[config.mk]
export PLATFORM = sky130hd
export DESIGN_NAME = univ_shift_reg
export DESIGN_NICKNAME = d
export VERILOG_FILES = /design/src/rtl/shift_pkg.sv /design/src/rtl/burst_ctrl.sv /design/src/rtl/univ_shift_reg.sv
export SDC_FILE = /design/constraint.sdc
export NUM_CORES = 1
export LEC_CHECK = 0
export CORE_UTILIZATION = 37
export CTS_BUF_LIST = sky130_fd_sc_hd__clkbuf_4 sky130_fd_sc_hd__clkbuf_8
export CTS_CLUSTER_DIAMETER = 60
export CTS_CLUSTER_SIZE = 12
export DETAILED_ROUTE_END_ITERATION = 8
export HOLD_SLACK_MARGIN = 0.12
export PLACE_DENSITY_LB_ADDON = 0.2
export REMOVE_ABC_BUFFERS = 1
export SLEW_MARGIN = 0
export SYNTH_ARGS = -nofsm -noshare
export SYNTH_HDL_FRONTEND = slang
export SYNTH_HIERARCHICAL = 1
export SYNTH_SLANG_ARGS = --single-unit
[constraint.sdc]
create_clock -name clk_2 -period 4.4 [get_ports clk_2]
set_clock_uncertainty 0.05 [all_clocks]
set_input_delay 0.44 -clock clk_2 [delete_from_list [all_inputs] [get_ports clk_2]]
set_output_delay 0.44 -clock clk_2 [all_outputs]
set_load 0.02 [all_outputs]
[src/rtl/shift_pkg.sv]
// Purpose: shared types and helpers for the universal shift register and its burst controller.
// Latency: none (types and a pure function only).
// Backpressure: not applicable.
package shift_pkg;

  // Operation select, encoded exactly as driven on the mode input.
  typedef enum logic [2:0] {
    M_HOLD = 3'b000,
    M_LOAD = 3'b001,
    M_SHR  = 3'b010,
    M_SHL  = 3'b011,
    M_ROR  = 3'b100,
    M_ROL  = 3'b101,
    M_ASR  = 3'b110,
    M_CLR  = 3'b111
  } mode_t;

  typedef enum logic [1:0] {
    IDLE  = 2'd0,
    BURST = 2'd1,
    DONE  = 2'd2
  } state_t;

  // Only shift-class modes may start a burst; HOLD/LOAD/CLR never do.
  function automatic logic is_shift(input mode_t m);
    return (m inside {M_SHR, M_SHL, M_ROR, M_ROL, M_ASR});
  endfunction

endpackage

[src/rtl/burst_ctrl.sv]
// Purpose: burst-shift FSM; picks the op applied to the data register each edge.
// Latency: start sampled in IDLE -> BURST next cycle; done one cycle after the last shift.
// Backpressure: none; inputs are ignored outside IDLE.
//
// Ports:
//   clk_2, reset_n        clock, async active-low reset
//   i_mode                requested op (raw mode input)
//   i_start, i_burst_len  burst request and length (saturated to NBITS_DATA)
//   o_op                  op the datapath applies at the next edge
//   o_busy, o_done        BURST / DONE state decode
module burst_ctrl
  import shift_pkg::*;
#(
  parameter int NBITS_DATA = 8,
  parameter int NBITS_CNT  = $clog2(NBITS_DATA) + 1
) (
  input  logic                 clk_2,
  input  logic                 reset_n,
  input  mode_t                i_mode,
  input  logic                 i_start,
  input  logic [NBITS_CNT-1:0] i_burst_len,
  output mode_t                o_op,
  output logic                 o_busy,
  output logic                 o_done
);

  localparam logic [NBITS_CNT-1:0] MAX_LEN = NBITS_CNT'(NBITS_DATA);

  state_t               r_state;
  state_t               w_state_nxt;
  logic [NBITS_CNT-1:0] r_cnt;
  logic [NBITS_CNT-1:0] w_cnt_nxt;
  mode_t                r_op;
  mode_t                w_op_nxt;
  logic [NBITS_CNT-1:0] w_len_sat;
  logic                 w_burst_req;

  // More than NBITS_DATA shifts is never useful, so clamp the length at capture.
  assign w_len_sat   = (i_burst_len > MAX_LEN) ? MAX_LEN : i_burst_len;
  assign w_burst_req = i_start && is_shift(i_mode);

  // State register
  always_ff @(posedge clk_2 or negedge reset_n) begin
    if (!reset_n) begin
      r_state <= IDLE;
      r_cnt   <= '0;
      r_op    <= M_HOLD;
    end else begin
      r_state <= w_state_nxt;
      r_cnt   <= w_cnt_nxt;
      r_op    <= w_op_nxt;
    end
  end

  // Next-state logic
  always_comb begin
    w_state_nxt = r_state;
    w_cnt_nxt   = r_cnt;
    w_op_nxt    = r_op;
    case (r_state)
      IDLE: begin
        if (w_burst_req) begin
          w_op_nxt    = i_mode;
          w_cnt_nxt   = w_len_sat;
          // A zero-length burst still reports completion.
          w_state_nxt = (w_len_sat != '0) ? BURST : DONE;
        end
      end
      BURST: begin
        w_cnt_nxt = r_cnt - NBITS_CNT'(1);
        if (r_cnt == NBITS_CNT'(1)) begin
          w_state_nxt = DONE;
        end
      end
      DONE:    w_state_nxt = IDLE;
      default: w_state_nxt = IDLE;
    endcase
  end

  // Output logic
  always_comb begin
    o_op   = M_HOLD;
    o_busy = (r_state == BURST);
    o_done = (r_state == DONE);
    case (r_state)
      // The capture edge of a burst holds the data; shifting starts next edge.
      IDLE:    o_op = w_burst_req ? M_HOLD : i_mode;
      BURST:   o_op = r_op;
      default: o_op = M_HOLD;
    endcase
  end

endmodule

[src/rtl/univ_shift_reg.sv]
// Purpose: universal shift register (load/hold/clear, logical/arith shifts, rotates) with burst mode.
// Latency: direct ops visible after 1 edge; an L-shift burst completes L+1 edges after start.
// Backpressure: none; busy flags that mode/start/burst_len are being ignored.
//
// Ports:
//   clk_2, reset_n             clock, async active-low reset
//   mode, paralelo             op select and parallel load data
//   serial_in_r, serial_in_l   bits entering MSB (SHR) / LSB (SHL)
//   start, burst_len           burst request and shift count
//   saida, so_lsb, so_msb      register contents and its end bits
//   busy, done                 burst in progress / one-cycle completion pulse
module univ_shift_reg
  import shift_pkg::*;
#(
  parameter int NBITS_DATA = 8,
  parameter int NBITS_CNT  = $clog2(NBITS_DATA) + 1
) (
  input  logic                  clk_2,
  input  logic                  reset_n,
  input  logic [2:0]            mode,
  input  logic [NBITS_DATA-1:0] paralelo,
  input  logic                  serial_in_r,
  input  logic                  serial_in_l,
  input  logic                  start,
  input  logic [NBITS_CNT-1:0]  burst_len,
  output logic [NBITS_DATA-1:0] saida,
  output logic                  so_lsb,
  output logic                  so_msb,
  output logic                  busy,
  output logic                  done
);

  logic [NBITS_DATA-1:0] r_saida;
  logic [NBITS_DATA-1:0] w_saida_nxt;
  mode_t                 w_mode;
  mode_t                 w_op;

  assign w_mode = mode_t'(mode);

  burst_ctrl #(
    .NBITS_DATA (NBITS_DATA),
    .NBITS_CNT  (NBITS_CNT)
  ) u_burst_ctrl (
    .clk_2       (clk_2),
    .reset_n     (reset_n),
    .i_mode      (w_mode),
    .i_start     (start),
    .i_burst_len (burst_len),
    .o_op        (w_op),
    .o_busy      (busy),
    .o_done      (done)
  );

  always_comb begin
    w_saida_nxt = r_saida;
    case (w_op)
      M_HOLD: w_saida_nxt = r_saida;
      M_LOAD: w_saida_nxt = paralelo;
      M_SHR:  w_saida_nxt = {serial_in_r, r_saida[NBITS_DATA-1:1]};
      M_SHL:  w_saida_nxt = {r_saida[NBITS_DATA-2:0], serial_in_l};
      M_ROR:  w_saida_nxt = {r_saida[0], r_saida[NBITS_DATA-1:1]};
      M_ROL:  w_saida_nxt = {r_saida[NBITS_DATA-2:0], r_saida[NBITS_DATA-1]};
      M_ASR:  w_saida_nxt = {r_saida[NBITS_DATA-1], r_saida[NBITS_DATA-1:1]};
      M_CLR:  w_saida_nxt = '0;
      default: w_saida_nxt = r_saida;
    endcase
  end

  always_ff @(posedge clk_2 or negedge reset_n) begin
    if (!reset_n) begin
      r_saida <= '0;
    end else begin
      r_saida <= w_saida_nxt;
    end
  end

  assign saida  = r_saida;
  assign so_lsb = r_saida[0];
  assign so_msb = r_saida[NBITS_DATA-1];

endmodule

==> impl_metrics.csv, run 1 <==
group,metric,value,unit
run_status,status,"finished, final reports clean",
clocking,cts_buffers,3,
final_layout,fin_util,49.4,%
pwr,swShare,45.4,%
clocking,h-tree-depth,1,
clocking,cts_hold_buf,0,
global_routing,grt_pass1_vias,1171,
final_layout,layout_common_cells,"31 x clkdlybuf4s50_1, 17 x dfrtp_1, 12 x nand2_1",
clocking,cts_tree,"built",
placement,dp_hpwl,2360,microns
worst_setup_path,crit_path_start_kind,"primary input",
global_routing,grt_overflow,0,
final_layout,drive_gt1_share,16.6,%
clocking,cts_setup_buffers,0,
worst_setup_path,path_max_fanout,16,
timing,drv_slew,0,
timing,min_period_over_period,64.1,%
flow_run,drv_cap,0,
placement,port_buffers,31,
timing,max_freq,0.354,GHz
synth,yosys_register_bits,17,
global_routing,grt_max_degree,26,
timing,tightest_slew,1.03,ns
worst_setup_path,crit_chain,"clkdlybuf4s50_1 > o21ai_2 > o21ai_0 > a21oi_1 > buf_4 > and2b_2 > o21ai_0 > o211ai_1",
timing,relSlewSlack,31.3,%
global_routing,grt_first_pass_wirelength,5590,microns
final_layout,synthToLayoutAreaGrowth,22.6,%
synth,ys_seq_area_share,30.4,%
floorplan,start_util,40.3,%
placement,place.gp.congestion,0.824,
hold_path,hold_path_class,"register to register",
floorplan,die_h,63.5,microns
hold_path,holdCritStartpoint,"u_burst_ctrl/r_op[1]$_DFFE_PN0P_",
pwr,internal_power,0.699,mW
routing,drtPass1Iterations,4,
timing,setup-tns-final,0,ns
timing,grt_setup_unrepaired,"no",
floorplan,die_w,63.5,microns
worst_setup_path,arrival,2.91,ns
routing,vias,1221,
pwr,p_leak,0.706,nW
synth,synth_top_family_by_area,"simple AND/OR/NAND/NOR gates",
clocking,cts_resized,0,
synth,synth-simple-area-share,24.0,%
timing,finalCriticalPeriod,2.82,ns
clocking,clock-sinks,17,
worst_setup_path,crit_slowest_cell,"a21oi_1",
worst_setup_path,end_kind,"register",
routing,routed_wl,3280,microns
timing,hold_viol,0,
final_layout,final_common_cell,"clkdlybuf4s50_1",
synth,synth_cells,143,
synth,synth_area,1400,sq um
pwr,ir_drop,0.000396,V
worst_setup_path,cp.required,4.48,ns
synth,synth_edf_count,0,
worst_setup_path,r2r_start,"u_burst_ctrl/r_state[0]$_DFFE_PN0P_",
synth,yosys_warnings,6,
routing,wl_per_cell,15.3,microns
synth,synthAdderAreaFrac,1.79,%
clocking,cts_max_path_buffers,2,
clocking,root_buffer,"clkbuf_8",
pwr,pwr-share-comb,63.0,%
clocking,clk_latency,0.26,ns
synth,synth_ff_type,"dfrtp_1",
synth,async_flop_share,100,%
final_layout,nets,192,
placement,dpl_cell_area,1670,sq um
worst_setup_path,crit_type,"primary input to register",
floorplan,io_pins,32,
routing,vias_per_cell,5.68,
synth,synthXorXnorAreaFrac,0,%
worst_setup_path,slowest_delay,0.65,ns
synth,syn_area_per_cell,9.77,sq um
routing,postRouteAntennaNets,0,
pwr,pwr-share-seq,27.5,%
pwr,cellPowerDensity,747,nW/um^2
worst_setup_path,setup.worst_path.start,"mode[1]",
final_layout,antenna_cells,0,
clocking,path_clk_slew,0.07,ns
pwr,switchingPower,0.581,mW
routing,drc_errors,0,
timing,setup_viol,0,
global_routing,antenna_found_initial,0,
routing,drtIter0Drc,60,
final_layout,design_area,1710,sq um
floorplan,coreArea,3470,sq um
global_routing,gr-usage-all-layers,17.7,%
final_layout,fill_cells,344,
floorplan,rows,21,
synth,synth.area.mux_share,11.0,%
synth,synth_compound_area_share,22.7,%
worst_setup_path,path_common_cell,"o21ai_0",
floorplan,dieArea,4030,sq um
synth,synth_cell_types,47,
pwr,clkPwrFrac,9.5,%
[area by class of cell]
class                      instances  area (sq um)  share of cell area, %
multi-input combinational        109           836                   48.8
sequential                        17           425                   24.8
timing repair buffer              33           325                   19.0
tap                               46          57.6                   3.36
clock buffer                       3          41.3                   2.41
inverter                           6          22.5                   1.31
clock inverter                     1          5.00                  0.292
[power groups by stage]
stage / sequential, mW / clock, mW / combinational, mW
after floorplan: 0.373 / 0 / 0.518
after global placement: 0.348 / 0 / 0.786
after detailed placement: 0.353 / 0 / 0.810
after CTS: 0.350 / 0.127 / 0.812
after global routing: 0.368 / 0.132 / 0.889
final: 0.352 / 0.121 / 0.807
[cell usage after synthesis (2+ instances only)]
| cell | instances | area (sq um) |
|---|---|---|
| nor2b_1 | 9 | 56.3 |
| buf_6 | 4 | 45.0 |
| nand4_1 | 3 | 18.8 |
| and2b_2 | 2 | 17.5 |
| nand3_1 | 5 | 25.0 |
| nand2_1 | 12 | 45.0 |
| dfrtp_1 | 17 | 425 |
| o211ai_2 | 3 | 37.5 |
| nor3b_1 | 2 | 15.0 |
| o21ai_1 | 5 | 25.0 |
| and3b_1 | 4 | 35.0 |
| o211ai_1 | 4 | 30.0 |
| a211o_1 | 3 | 26.3 |
| mux2_4 | 6 | 90.1 |
| o21ai_0 | 7 | 35.0 |
| a21oi_1 | 5 | 25.0 |
| or3_1 | 2 | 12.5 |
| and3b_2 | 2 | 20.0 |
| mux2_2 | 3 | 33.8 |
| ha_1 | 2 | 25.0 |
| a22oi_1 | 6 | 45.0 |
| buf_4 | 5 | 37.5 |
| inv_1 | 6 | 22.5 |
| mux2i_1 | 3 | 30.0 |
[per-layer routing]
metal	global-route usage [%]	vias up	part of all wire, %
met4	6.82	0	1.8
met3	4.71	9	5.2
met2	27.5	34	49
met1	23.3	594	44
met5	0	-	0
li1	-	584	-
[metrics by stage]
stage | worst slack [ns] | hold slack [ns] | cells | total power, mW
2_1_floorplan | 1.66 | 0.0944 | 132 | 0.891
3_3_place_gp | 1.49 | 0.447 | 211 | 1.13
3_5_place_dp | 1.30 | 0.449 | 211 | 1.16
4_1_cts | 1.58 | 0.465 | 215 | 1.29
5_1_grt | 1.41 | 0.471 | 215 | 1.39
6_report | 1.58 | 0.461 | 215 | 1.28
[worst paths after layout]
path | end | slack [ns] | cells past startpoint
max | saida[2]$_DFFE_PN0P_ | 1.58 | 8
min | u_burst_ctrl/r_op[1]$_DFFE_PN0P_ | 0.46 | 1
max reg2reg | saida[2]$_DFFE_PN0P_ | 1.86 | 6
min reg2reg | u_burst_ctrl/r_op[1]$_DFFE_PN0P_ | 0.46 | 1
max in group asynchronous | u_burst_ctrl/r_op[2]$_DFFE_PN0P_ | 3.19 | 1
min in group asynchronous | u_burst_ctrl/r_cnt[0]$_DFFE_PN0P_ | 0.59 | 1
[worst max-delay path, delay by kind of cell]
| family | cells | cell delay (ns) |
|---|---|---|
| AOI/OAI and AO/OA | 5 | 1.40 |
| buffers and inverters | 2 | 0.83 |
| and+or+nand+nor | 1 | 0.23 |
[kinds of logic (layout without fill, tap and decap cells)]
logic type      count (synthesis)  in the layout
buf+inv                        17             43
simple gates                   51             51
fa+ha+maj                       2              2
flops                          17             17
mux                            12             12
compound gates                 44             44
[flip-flops by register name (all words and copies together), names as in the netlist]
name	flops
saida	8
u_burst_ctrl/r_cnt	4
u_burst_ctrl/r_op	3
u_burst_ctrl/r_state	2
No activity file was read; power rests on OpenSTA's default activity.
==> run 2, diff against run 1 <==
- clock period: 4.4 -> 2.3 ns (I/O delays scaled with it)
==> run 2 against run 1 <==
Against the previous run:
- via count rose by 1.5%
- count of clock-buffer cells in the layout rose by 1
- sequential share of layout area fell by 1.2 points
- hold slack got worse by 0.20 ns
- first-iteration DRC count fell by 42%
- combinational power rose by 110%
- global-route usage fell by 0.23 points
- critical path depth fell by 4
- power rose by 100%
==> impl_metrics.csv, run 2 (synthesized netlist as in run 1, its figures left out) <==
group,metric,value,unit
placement,dp.cells,219,
floorplan,die_h,63.5,microns
clocking,cts_setup_buffers,0,
routing,vias_per_cell,5.56,
worst_setup_path,crit_slowest_cell,"clkdlybuf4s50_1",
floorplan,start_util,40.3,%
routing,routed_wl,3160,microns
final_layout,final_common_cell,"clkdlybuf4s50_1",
final_layout,multi_input_area,836,sq um
worst_setup_path,r2r_cells,7,
worst_setup_path,crit_chain,"buf_4 > nand2b_1 > inv_1 > clkdlybuf4s50_1",
routing,drc_errors,0,
final_layout,fin_util,51.9,%
floorplan,dieArea,4030,sq um
pwr,p_total,2.56,mW
placement,place_ws,0.0245,ns
clocking,root_buffer,"clkbuf_8",
routing,drtPass1Iterations,4,
timing,grt_setup_unrepaired,"no",
worst_setup_path,cp.required,2.02,ns
global_routing,antenna_found_initial,0,
final_layout,antenna_cells,0,
final_layout,synthToLayoutAreaGrowth,28.8,%
routing,wl_per_cell,14.2,microns
routing,vias,1239,
pwr,ir_drop,0.000702,V
timing,min_period_over_period,95.0,%
timing,setup_slack,0.115,ns
final_layout,drive_gt1_share,20.3,%
worst_setup_path,cp.depth,4,
timing,setup_viol,0,
timing,hold_viol,0,
pwr,p_leak,0.754,nW
clocking,clock-sinks,17,
final_layout,fill_cells,327,
pwr,cellPowerDensity,1420,nW/um^2
final_layout,largest_register_ffs,8,
final_layout,final_cells,223,
clocking,cts_buffers,3,
clocking,path_clk_slew,0.08,ns
placement,place.gp.congestion,0.794,
clocking,clk_latency,0.25,ns
placement,port_buffers,31,
routing,postRouteAntennaNets,0,
clocking,cts_hold_buf,0,
routing,drtIter0Drc,35,
global_routing,grt_pass1_vias,1175,
floorplan,die_w,63.5,microns
worst_setup_path,end_kind,"output port",
hold_path,hold_path_class,"primary input to asynchronous set/reset pin",
worst_setup_path,path_max_fanout,10,
worst_setup_path,slowest_delay,0.60,ns
floorplan,io_pins,32,
clocking,h-tree-depth,1,
final_layout,layout_common_cells,"31 x clkdlybuf4s50_1, 17 x dfrtp_1, 12 x nand2_1",
global_routing,grt_first_pass_wirelength,5580,microns
run_status,status,"finished, final reports clean",
timing,drv_slew,0,
floorplan,coreArea,3470,sq um
timing,max_freq,0.458,GHz
final_layout,seq_area,425,sq um
placement,dp_hpwl,2250,microns
global_routing,grt_max_degree,28,
clocking,cts_max_path_buffers,2,
floorplan,rows,21,
worst_setup_path,path_buf_inv,3,
worst_setup_path,arrival,1.90,ns
worst_setup_path,path_delay_family,"buffers and inverters",
timing,tightest_slew,0.443,ns
timing,finalCriticalPeriod,2.18,ns
global_routing,gr-usage-all-layers,17.5,%
timing,relSlewSlack,70.5,%
worst_setup_path,crit_type,"register to output port",
global_routing,grt_overflow,0,
clocking,cts_resized,0,
final_layout,nets,200,
worst_setup_path,crit_path_start_kind,"register",
clocking,cts_tree,"built",
flow_run,drv_cap,0,
## run 2: changes by cell type in the layout (fill, tap and decap cells not counted)
cell      previous run  this run
buf_12               0         2
buf_4                2         8
clkbuf_4             0         1
clkinv_2             1         0
## run 2: per-layer routing
metal	global-route usage, %	vias to the layer above	wire, microns	part of all wire [%]
met3	2.36	2	105	3.3
met2	26.6	28	1470	47
met4	5.68	0	15	0.47
met1	25.3	603	1570	50
li1	-	606	-	-
met5	0	-	0	0
## run 2: stage by stage
stage               cell area, sq um  setup TNS (ns)  hold slack [ns]
floorplan                       1280           -2.62           -0.116
global placement                1750               0            0.446
detailed placement              1750               0            0.447
CTS                             1800               0            0.269
global route                    1800               0            0.281
finish                          1800               0            0.260
## run 2: where the power goes
part	internal, mW	switching (mW)
Combinational	0.862	0.799
Clock	0.135	0.115
Sequential	0.452	0.199
Total	1.45	1.11
## run 2: final cells by class
cell class	count	area share [%]
clock buffer	4	2.71
inverter	6	1.25
multi-input combinational	109	46.4
sequential	17	23.6
tap	46	3.20
timing repair buffer	41	22.8
## run 2: path summary, 6_finish.rpt
path | from | to | slack (ns)
worst max-delay path | u_burst_ctrl/r_state[0]$_DFFE_PN0P_ | busy | 0.12
worst min-delay path | reset_n | u_burst_ctrl/r_cnt[0]$_DFFE_PN0P_ | 0.26
worst max register to register | u_burst_ctrl/r_state[0]$_DFFE_PN0P_ | saida[0]$_DFFE_PN0P_ | 0.41
worst min register to register | u_burst_ctrl/r_op[1]$_DFFE_PN0P_ | u_burst_ctrl/r_op[1]$_DFFE_PN0P_ | 0.46
max in group asynchronous | reset_n | saida[7]$_DFFE_PN0P_ | 1.74
min in group clk_2 | u_burst_ctrl/r_op[1]$_DFFE_PN0P_ | u_burst_ctrl/r_op[1]$_DFFE_PN0P_ | 0.46
